`src/rtl/rv_fetch_queue.sv`:
```
// rv_fetch_queue: fetch PC generator with a small prefetch FIFO.
// Issues one IM read per cycle while room remains, queues {instr, PC}.
module rv_fetch_queue #(
  parameter int              XLEN     = 32,
  parameter int              DEPTH    = 4,
  parameter logic [XLEN-1:0] RESET_PC = '0
) (
  input  logic                       clk,
  input  logic                       rst,
  output logic                       IM_en,
  output logic [XLEN-1:0]            IM_address,
  input  logic [31:0]                IM_out,
  input  logic                       redirect,
  input  logic [XLEN-1:0]            redirect_pc,
  output logic                       out_valid,
  input  logic                       out_ready,
  output logic [31:0]                out_instr,
  output logic [XLEN-1:0]            out_PC,
  output logic [XLEN-1:0]            out_PC4,
  output logic [$clog2(DEPTH+1)-1:0] count
);

  localparam int CW = $clog2(DEPTH + 1);
  localparam int PW = $clog2(DEPTH);

  logic [XLEN-1:0] fetch_pc;
  logic [XLEN-1:0] flight_pc;
  logic            inflight;

  logic [31:0]     instr_q [DEPTH];
  logic [XLEN-1:0] pc_q    [DEPTH];
  logic [PW-1:0]   wptr;
  logic [PW-1:0]   rptr;
  logic [CW-1:0]   cnt;

  logic            pop;
  logic            push;
  logic            issue;
  logic [CW:0]     occ;
  logic            unused_bits;

  // Handshake, occupancy look-ahead and issue decision.
  always_comb begin
    out_valid = !rst && !redirect && (cnt != '0);
    pop       = out_valid && out_ready;
    push      = inflight && !rst && !redirect;
    occ       = {1'b0, cnt}
              + (CW+1)'(inflight)
              - (CW+1)'(pop);
    issue     = !rst && !redirect
              && (occ < (CW+1)'(DEPTH));
  end

  assign IM_en       = issue;
  assign IM_address  = fetch_pc;
  assign out_instr   = instr_q[rptr];
  assign out_PC      = pc_q[rptr];
  assign out_PC4     = pc_q[rptr] + XLEN'(4);
  assign count       = rst ? '0 : cnt;
  assign unused_bits = ^redirect_pc[1:0];

  // Fetch PC, in-flight flag, pointers and occupancy.
  always_ff @(posedge clk) begin
    if (rst) begin
      fetch_pc <= RESET_PC;
      inflight <= 1'b0;
      wptr     <= '0;
      rptr     <= '0;
      cnt      <= '0;
    end else if (redirect) begin
      fetch_pc <= {redirect_pc[XLEN-1:2], 2'b00};
      inflight <= 1'b0;
      wptr     <= '0;
      rptr     <= '0;
      cnt      <= '0;
    end else begin
      inflight <= issue;
      if (issue)
        fetch_pc <= fetch_pc + XLEN'(4);
      if (push)
        wptr <= wptr + PW'(1);
      if (pop)
        rptr <= rptr + PW'(1);
      cnt <= cnt + CW'(push) - CW'(pop);
    end
  end

  // Remember the PC of the request whose word arrives next cycle.
  always_ff @(posedge clk) begin
    if (issue)
      flight_pc <= fetch_pc;
  end

  // FIFO storage: the returning word is paired with its PC at the tail.
  always_ff @(posedge clk) begin
    if (push) begin
      instr_q[wptr] <= IM_out;
      pc_q[wptr]    <= flight_pc;
    end
  end

endmodule

```
`config.mk`:
```
export PLATFORM = sky130hd
export DESIGN_NAME = rv_fetch_queue
export DESIGN_NICKNAME = d
export VERILOG_FILES = /design/src/rtl/rv_fetch_queue.sv
export SDC_FILE = /design/constraint.sdc
export NUM_CORES = 1
export LEC_CHECK = 0
export ABC_AREA = 1
export CAP_MARGIN = 20
export CORE_UTILIZATION = 40
export CTS_BUF_LIST = sky130_fd_sc_hd__clkbuf_8
export DETAILED_ROUTE_END_ITERATION = 12
export GPL_ROUTABILITY_DRIVEN = 0
export SYNTH_ARGS = -nofsm -noshare
export SYNTH_HDL_FRONTEND = slang
export SYNTH_SLANG_ARGS = --single-unit
```
`constraint.sdc`:
```
create_clock -name clk -period 7.15 [get_ports clk]
set_input_delay 1.43 -clock clk [delete_from_list [all_inputs] [get_ports clk]]
set_output_delay 1.43 -clock clk [all_outputs]
set_load 0.02 [all_outputs]
```
Word-level counts from Yosys, hierarchy flattened
Memory sizes are Yosys's and may differ from the RTL's. A register that Yosys moved wholly into a read port is not among the register bits.
Index checks and enable logic that the tools add are counted.
Word-level totals
  flip-flop bits (word level): 72
  logic and storage cells: 38
  output and inout bits: 133
  input bits: 68
  memories: 2
  RAM bits: 256
Cells by class
  reduce and logical (&&, ||, !) cells: 11
  multiplexer cells: 9
  add/sub/neg operators: 8
  $lt $le $gt $ge: 1
Memory list
  instr_q: words 4, width 32, read ports 1, clocked after memory_dff 1, write ports 1, RTL line 30  | logic [31:0] instr_q [DEPTH];
  pc_q: words 4, width 32, read ports 1, clocked after memory_dff 1, write ports 1, RTL line 31  | logic [XLEN-1:0] pc_q [DEPTH];
Operators with widths (number)
  32-bit by 3-bit adder with 32-bit output, second input constant: 2
  32-bit two-way mux: 2
  2-bit two-way mux: 4
  1-bit logical AND: 6
  2-bit by 1-bit adder with 2-bit output, second input constant: 2
  3-bit by 1-bit adder with 4-bit output: 1
  4-bit by 3-bit < comparator with 1-bit output, second input constant: 1
  4-bit by 1-bit subtractor with 4-bit output: 1
  3-bit by 1-bit adder with 3-bit output: 1
  3-bit two-way mux: 1
  3-bit nonzero test: 1
  3-bit by 1-bit subtractor with 3-bit output: 1
  1-bit zero test: 2
  1-bit two-way mux: 2
  2-bit nonzero test: 1
  2-bit OR reduction: 1

Longest topological paths before layout
  depth after elaboration: 9
  mapped depth: 19
  depth with buffers taken out: 18

Least setup slack after synthesis
OpenSTA, ideal clock, no wires.
  kind: input to output
  from: input rst
  to: output IM_en
  buffers on the path: 1
  cell stages on the path: 14
  data required time: 5.720 ns
  path slack: 1.917 ns
  arrival time: 3.803 ns
  cells stage by stage: inv_1 > nand2_1 > a31oi_1 > nand2_1 > inv_1 > ha_1 > inv_1 > ha_1 > nand3_1 > nand2_1 > nand2_1 > nand3_2 > nor2_2 > buf_2
On the way
  cells in the longest elaborated chain, start to end: 7
Ends and longest elaborated chain
  start: declaration: RTL line 9  | input logic rst,
  1-bit zero test: RTL line 44  | out_valid = !rst && !redirect && (cnt != '0);
  1-bit logical AND (2 in series): RTL line 44
  net out_valid: RTL line 15  | output logic out_valid,
  1-bit logical AND: RTL line 45  | pop = out_valid && out_ready;
  net pop: RTL line 36  | logic pop;
  4-bit by 1-bit subtractor with 4-bit output: RTL line 49  | - (CW+1)'(pop);
  4-bit by 3-bit < comparator with 1-bit output: RTL line 51  | && (occ < (CW+1)'(DEPTH));
  1-bit logical AND: RTL line 51
  end: declaration: RTL line 10  | output logic IM_en,
The timed path passes the listed nets, and every way through them passes these cells.

Worst setup path after layout
  from: input rst
  to: output IM_en
On the way
  cells in the longest elaborated chain, start to end: 7
Ends and longest elaborated chain (RTL line)
  1-bit zero test: 44
  1-bit logical AND (2 in series): 44
  1-bit logical AND: 45
  net pop: 36
  4-bit by 1-bit subtractor with 4-bit output: 49
  4-bit by 3-bit < comparator with 1-bit output: 51
  1-bit logical AND: 51
The timed path passes the listed nets, and every way through them passes these cells.

==> impl_summary.md <==
Layout
The number of inserted filler cells in the final layout is 3,218. The area of the multi-input gates is 4350 um^2. The post-layout net count is ~1,700. The number of antenna cells inserted is 0. The storage element area is ~9000 um^2.

Cells with a size suffix above 1 make up 7.86% of the layout. The count of placed standard cells in the final layout, fillers left out is 2,134. The synthesis-to-layout area growth is 22.6%.

Die
During I/O placement, the number of pins put on the boundary was 201. The initial core utilization is approximately two fifths. The floorplan step set the die height to 191 um. The number of rows in the core area is 68. The chip width is 191 um.

The total area inside the core boundary comes to approximately 35,000 um^2. The total die area is between 30,000 and 40,000 um^2.

STA
The worst setup slack after layout is 0.939 ns. Measured against its own limit, the worst slew margin works out to 33.1%. The actual slew at the worst max-slew pin is about 1.0 ns. The setup TNS is 0 ns. Setup repair after global routing left no endpoint under its margin. Setup violations remaining at the end of the flow were counted as 0. For the finished layout, the period the worst path requires is 6.21 ns.

Based on the critical path, the design can be clocked at up to 161 MHz. The share of the clock period used by the worst path is 86.9%. The count of final hold-check violations came to 0. The worst-case clock skew is 0.0250 ns. The total count of max-transition violations in the final report is 0.

GRT
Across every metal layer, demand over resource in global routing totals between 10% and 20%. For this run the aggregate overflow at the end of global routing stands at 0. The number of global-route vias before repair is 10,200. Entering global routing, the biggest net connects 80 pins. The global-route wire length before repair is 55,800 um. The number of antenna violations at the first check in global routing is 0.

Power and ir drop
The cell area power density is 211 nW/um^2. Cell internal power was estimated by the tool at 2830 uW. The fraction of power spent switching nets is 23.1%.

The combinational group share of total power is 5.7%. In this run the power spent charging and discharging nets is 849 uW. The part of the power in the clock network is 37.6%.

For this design the static power due to leakage is approximately 0.0065 uW. The sequential fraction of design power is 56.7%. IR analysis of the VDD net gives a maximum drop of 105 uV.

Route
The routed via count divided by cell count is 4.91. The violation count after the first detailed-route iteration is 725. The wire length after detailed routing is 35,600 um. The total via count in the routed design is 10,500.

The number of iterations in the first detailed-routing pass is 5. After detailed routing, the number of remaining DRC violations is 0. Dividing the detail-routed wire length by the instance count gives 16.7 um. The number of routed nets with antenna violations is 0.

Place
Counting tap cells, the placed design contains a total of 2,045 instances. The post-DP HPWL is 22,500 um. Port buffering added between 150 and 200 buffers. Timing analysis after detailed placement gives a worst setup slack of 0.961 ns.

Yosys
The count of different cell masters after synthesis is 36. The gate count after technology mapping is 1,441. The register area share after synthesis is 64.2%.

The mapped netlist covers 14,200 um^2. The top flip-flop cell by instance count after synthesis is edfxtp_1. The post-synthesis average cell area is approximately 9.9 um^2. Of all flip-flops after synthesis, the portion carrying an async set or reset was 0%. Yosys mapped a number of flops with a built-in enable equal to 278.

In this run, synthesis produced a sequential element count of 318. The count of yosys warnings during synthesis is 0.

Job
The number of maximum-capacitance violations is 0.

CTS
The number of clock buffers inserted by TritonCTS is 52. The maximum clock path buffer count is 3. Counting every sink on the clock net gives 318. The number of buffers inserted by hold repair at cts is 0.

The register clock-pin slew on the reported worst setup and hold paths is about 0.050 ns. The clock tree from TritonCTS is yes. The post-cts repair resize count is 0. The clock latency at the later pin of the worst-skew pair is 0.61 ns. The post-CTS setup buffer count is 0. The tree is rooted in a clkbuf_8. The H-tree was split into 2 levels.

Run status
The flow ran to the end, and the final reports show no timing, DRC or antenna violations.

Setup path
In this run the critical register-to-register path is captured at IM_address[23]. The worst setup path is of the in2out kind. The termination of the worst setup path is IM_en. STA classifies the critical path startpoint as an input port.

The startpoint identified for the worst register-to-register timing path is cnt[1]. For the worst setup path, the data arrival time is 4.78 ns. The number of cells on the worst reg-to-reg path is 17.

Setup slack on the worst reg-to-reg path comes out at 4.26 ns. In this run the worst setup path begins at rst. The critical-path maximum fanout is 23.

The worst setup path is captured at a primary output. The required time of the critical path is 5.72 ns.

Min path
The path class of the tightest hold or removal check is reg2reg.
power groups by stage:
stage / clock [uW] / sequential, uW / combinational, uW
finish: 1380 / 2090 / 209
global route: 1500 / 2090 / 228
CTS: 1420 / 2090 / 210
detailed placement: 0 / 2120 / 209
global placement: 0 / 2120 / 207
floorplan: 0 / 2120 / 91.4
cell type report:
cell class / count / area share, %
inverter: 120 / 2.60
timing repair buffer: 206 / 11.7
tap: 455 / 3.26
clock buffer: 53 / 4.18
sequential: 318 / 52.4
multi-input combinational: 947 / 24.9
clock inverter: 35 / 0.910
cells by family (layout without fill, tap and decap cells):
family          count (synthesis)  in the layout  share of synthesized area, %
compound gates                158            158                          6.02
xor+xnor                       18             18                          1.11
fa+ha+maj                      12             12                          1.11
buf+inv                       181            414                          5.59
flops                         318            318                          64.2
other cells                     1              6                        0.0263
simple gates                  753            753                          21.9
stage by stage:
step                utilization [%]  hold slack (ns)  cell area (um^2)  power [uW]
CTS                            50.1            0.497             17400        3720
global placement               47.6            0.474             16600        2330
detailed placement             47.6            0.477             16600        2330
floorplan                         -            0.457             14300        2210
finish                         50.2            0.492             17500        3680
global route                   50.2            0.515             17500        3820
cells in the mapped netlist, types with 2 or more instances:
library cell / instances / share of area, %
a21boi_0: 2 / 0.11
a21oi_1: 27 / 0.95
a22oi_1: 3 / 0.16
and2_1: 5 / 0.22
buf_2: 14 / 0.49
buf_4: 12 / 0.63
buf_6: 7 / 0.55
clkbuf_1: 27 / 0.71
dfxtp_1: 40 / 5.6
edfxtp_1: 278 / 59
ha_1: 11 / 0.97
inv_1: 103 / 2.7
inv_2: 16 / 0.42
nand2_1: 428 / 11
nand2_2: 12 / 0.53
nand3_1: 97 / 3.4
nand3_2: 3 / 0.21
nand3b_1: 5 / 0.26
nand4_1: 7 / 0.31
nor2_1: 171 / 4.5
nor2_2: 16 / 0.70
nor2_4: 4 / 0.32
nor3_1: 4 / 0.14
o21a_1: 2 / 0.11
o21ai_0: 79 / 2.8
o21ai_1: 8 / 0.28
o21bai_1: 3 / 0.16
o22ai_1: 33 / 1.4
xnor2_1: 6 / 0.37
xor2_1: 12 / 0.74
layer usage:
layer / vias to the layer above / routed length, um / track usage, %
li1: 5212 / - / -
met1: 4868 / 16700 / 28.0
met3: 76 / 2060 / 3.61
met5: - / 0 / 0
met4: 0 / 909 / 6.55
met2: 314 / 15900 / 30.9
placed cells by master (no fill, tap or decap), types with 4 or more instances in the layout:
master / instances
a21oi_1: 27
and2_1: 5
buf_4: 13
clkbuf_8: 53
clkdlybuf4s50_1: 192
clkinv_1: 11
clkinv_2: 4
conb_1: 6
dfxtp_1: 38
edfxtp_1: 278
ha_1: 11
inv_1: 120
inv_2: 15
nand2_1: 428
nand2_2: 12
nand3_1: 97
nand3b_1: 5
nand4_1: 7
nor2_1: 167
nor2_2: 15
nor2_4: 9
nor3_1: 4
o21ai_0: 79
o21ai_1: 8
o22ai_1: 33
xnor2_1: 6
xor2_1: 12
how the worst min path moves through the flow:
stage,startpoint,end,cells past startpoint,slack (ns)
finish,flight_pc[9],pc_q[1][9],0,0.49
global route,flight_pc[2],pc_q[2][2],0,0.52
CTS,rptr[1],register,1,0.50
detailed placement,rptr[1],register,1,0.48
global placement,rptr[1],register,1,0.47
floorplan,rptr[1],register,1,0.46
critical path: stages:
cell and delay [ns]:
clkdlybuf4s50_1 0.39, buf_4 0.22, inv_1 0.33, nand2_1 0.29
a31oi_1 0.26, nand2_1 0.12, inv_1 0.11, ha_1 0.14
inv_1 0.04, ha_1 0.28, nand3_1 0.10, nand2_1 0.06
nand2_1 0.07, nand3_2 0.10, nor2_4 0.18, clkdlybuf4s50_1 0.62
flip-flops by register name, indices dropped and copies added, names as in the netlist, named ones only:
signal,cells
IM_address,30
cnt,3
flight_pc,30
inflight,1
instr_q,128
pc_q,120
rptr,2
wptr,2
Power figures use the tool's default switching activity.
==> RTL edit, RTL diff (config.mk and constraints unchanged) <==
`XLEN`: 32 -> 16.
--- a/src/rtl/rv_fetch_queue.sv
+++ b/src/rtl/rv_fetch_queue.sv
@@ -1,7 +1,7 @@
 // rv_fetch_queue: fetch PC generator with a small prefetch FIFO.
 // Issues one IM read per cycle while room remains, queues {instr, PC}.
 module rv_fetch_queue #(
-  parameter int              XLEN     = 32,
+  parameter int              XLEN     = 16,
   parameter int              DEPTH    = 4,
   parameter logic [XLEN-1:0] RESET_PC = '0
 ) (
Ports: changed (resized IM_address, out_PC, out_PC4 and redirect_pc); port bits go from 201 to 137. The function was not compared with the original's and may differ.
==> RTL edit against the unedited design <==
  * Wire length fell by 46%
  * Synthesized area fell by 35%
  * Largest power group unchanged
  * Clock power fell by 29%
  * Design area fell by 34%
  * Sequential cell count fell by 96
  * Total power fell by 31%
  * Largest cell class unchanged
  * Worst setup slack improved by 0.42 ns
  * Count of clock-buffer cells in the layout fell by 14
==> RTL edit: results (changes against the unedited design) <==
outcome: "finished, final reports clean"  # unchanged
hold_path.class: "register to register"  # unchanged
ir_drop_mv: 0.07815  # was 0.1053 mV
io_buffers: 128  # was 192
synthTopCellsByArea: "edfxtp_1, nand2_1, dfxtp_1"  # unchanged
grt_pass1_wl_mm: 30.38  # was 55.80 mm
core.rowCount: 55  # was 68
drive_gt1_share_pct: 10.16  # was 7.862%
cts_made_buffers: 37  # was 52
place_hpwl_mm: 11.32  # was 22.46 mm
finClkSkew_ns: 0.02573  # was 0.02502 ns
dpl_worst_slack_ns: 1.326  # was 0.9610 ns
clock_latency_ns: 0.52  # was 0.61 ns
synth_seq_area_share_pct: 68.99  # was 64.22%
grt.total_usage_pct: 16.27  # was 19.88%
cp_max_fo: 17  # was 23
synth_xor_area_share_pct: 1.128  # was 1.107%
grt_pass1_vias: 5891  # was 10170
firstDrtPassIters: 4  # was 5
synth_common_cells: "edfxtp_1, nand2_1, nor2_1"  # was nand2_1, edfxtp_1, nor2_1
drtIter0Drc: 319  # was 725
dpl_cell_area_mm2: 0.01082  # was 0.01655 mm²
worstMarginPinSlew_ns: 0.8573  # was 1.004 ns
synth_edf_count: 198  # was 278
antennaDiodeCount: 0  # unchanged
leakagePower_nw: 4.153  # was 6.502 nW
synth_fa_ha_area_share_pct: 1.692  # was 1.107%
reg.largest.list: "instr_q x128, pc_q x56"  # was instr_q x128, pc_q x120
## RTL edit: where the power goes
part	leakage (nW)	switching (W)	internal [W]	total (W)
clock	0.374	0.000470	0.000503	0.000974
combinational	1.79	0.0000668	0.0000587	0.000125
sequential	1.99	0.0000156	0.00143	0.00144
total	4.15	0.000553	0.00199	0.00254
## RTL edit: through the flow
stage / instances / hold WS, ns
final: 1250 / 0.4864
after global routing: 1250 / 0.4988
after CTS: 1249 / 0.4896
after floorplan: 805 / 0.4567
after global placement: 1185 / 0.4710
after detailed placement: 1185 / 0.4707
## RTL edit: worst max-delay path, stage by stage
cell,delay [ns]
clkdlybuf4s50_1,0.43
nor2_2,0.30
nand3_1,0.15
inv_1,0.11
ha_1,0.15
inv_1,0.04
ha_1,0.26
nand3_1,0.07
nand2_1,0.07
inv_1,0.04
o21ai_0,0.08
nand3_2,0.07
buf_4,0.21
inv_1,0.06
buf_4,0.21
clkdlybuf4s50_1,0.66
## RTL edit: cell type report
cell class	count	area (µm²)
fill	2012	11220
sequential	222	6429
multi-input combinational	486	2464
timing repair buffer	139	1384
clock buffer	39	536.8
tap	285	356.6
inverter	54	210.2
clock inverter	25	107.6
## RTL edit: path summary, 6_finish.rpt
check                      from           end  slack [ns]  cells after the start
setup / recovery            rst         IM_en        1.36                     16
hold / removal    flight_pc[11]   pc_q[2][11]        0.49                      0
setup reg to reg         cnt[2]  flight_pc[9]        4.82                     15
hold reg to reg   flight_pc[11]   pc_q[2][11]        0.49                      0
## RTL edit: per-layer routing
layer  up-vias  track usage, %  wire length [µm]
li1       3067               -                 -
met1      2861           19.99              8484
met2       160           28.57              9352
met3        35           3.811              1085
met4         0           4.573               351
met5         -               0                 0
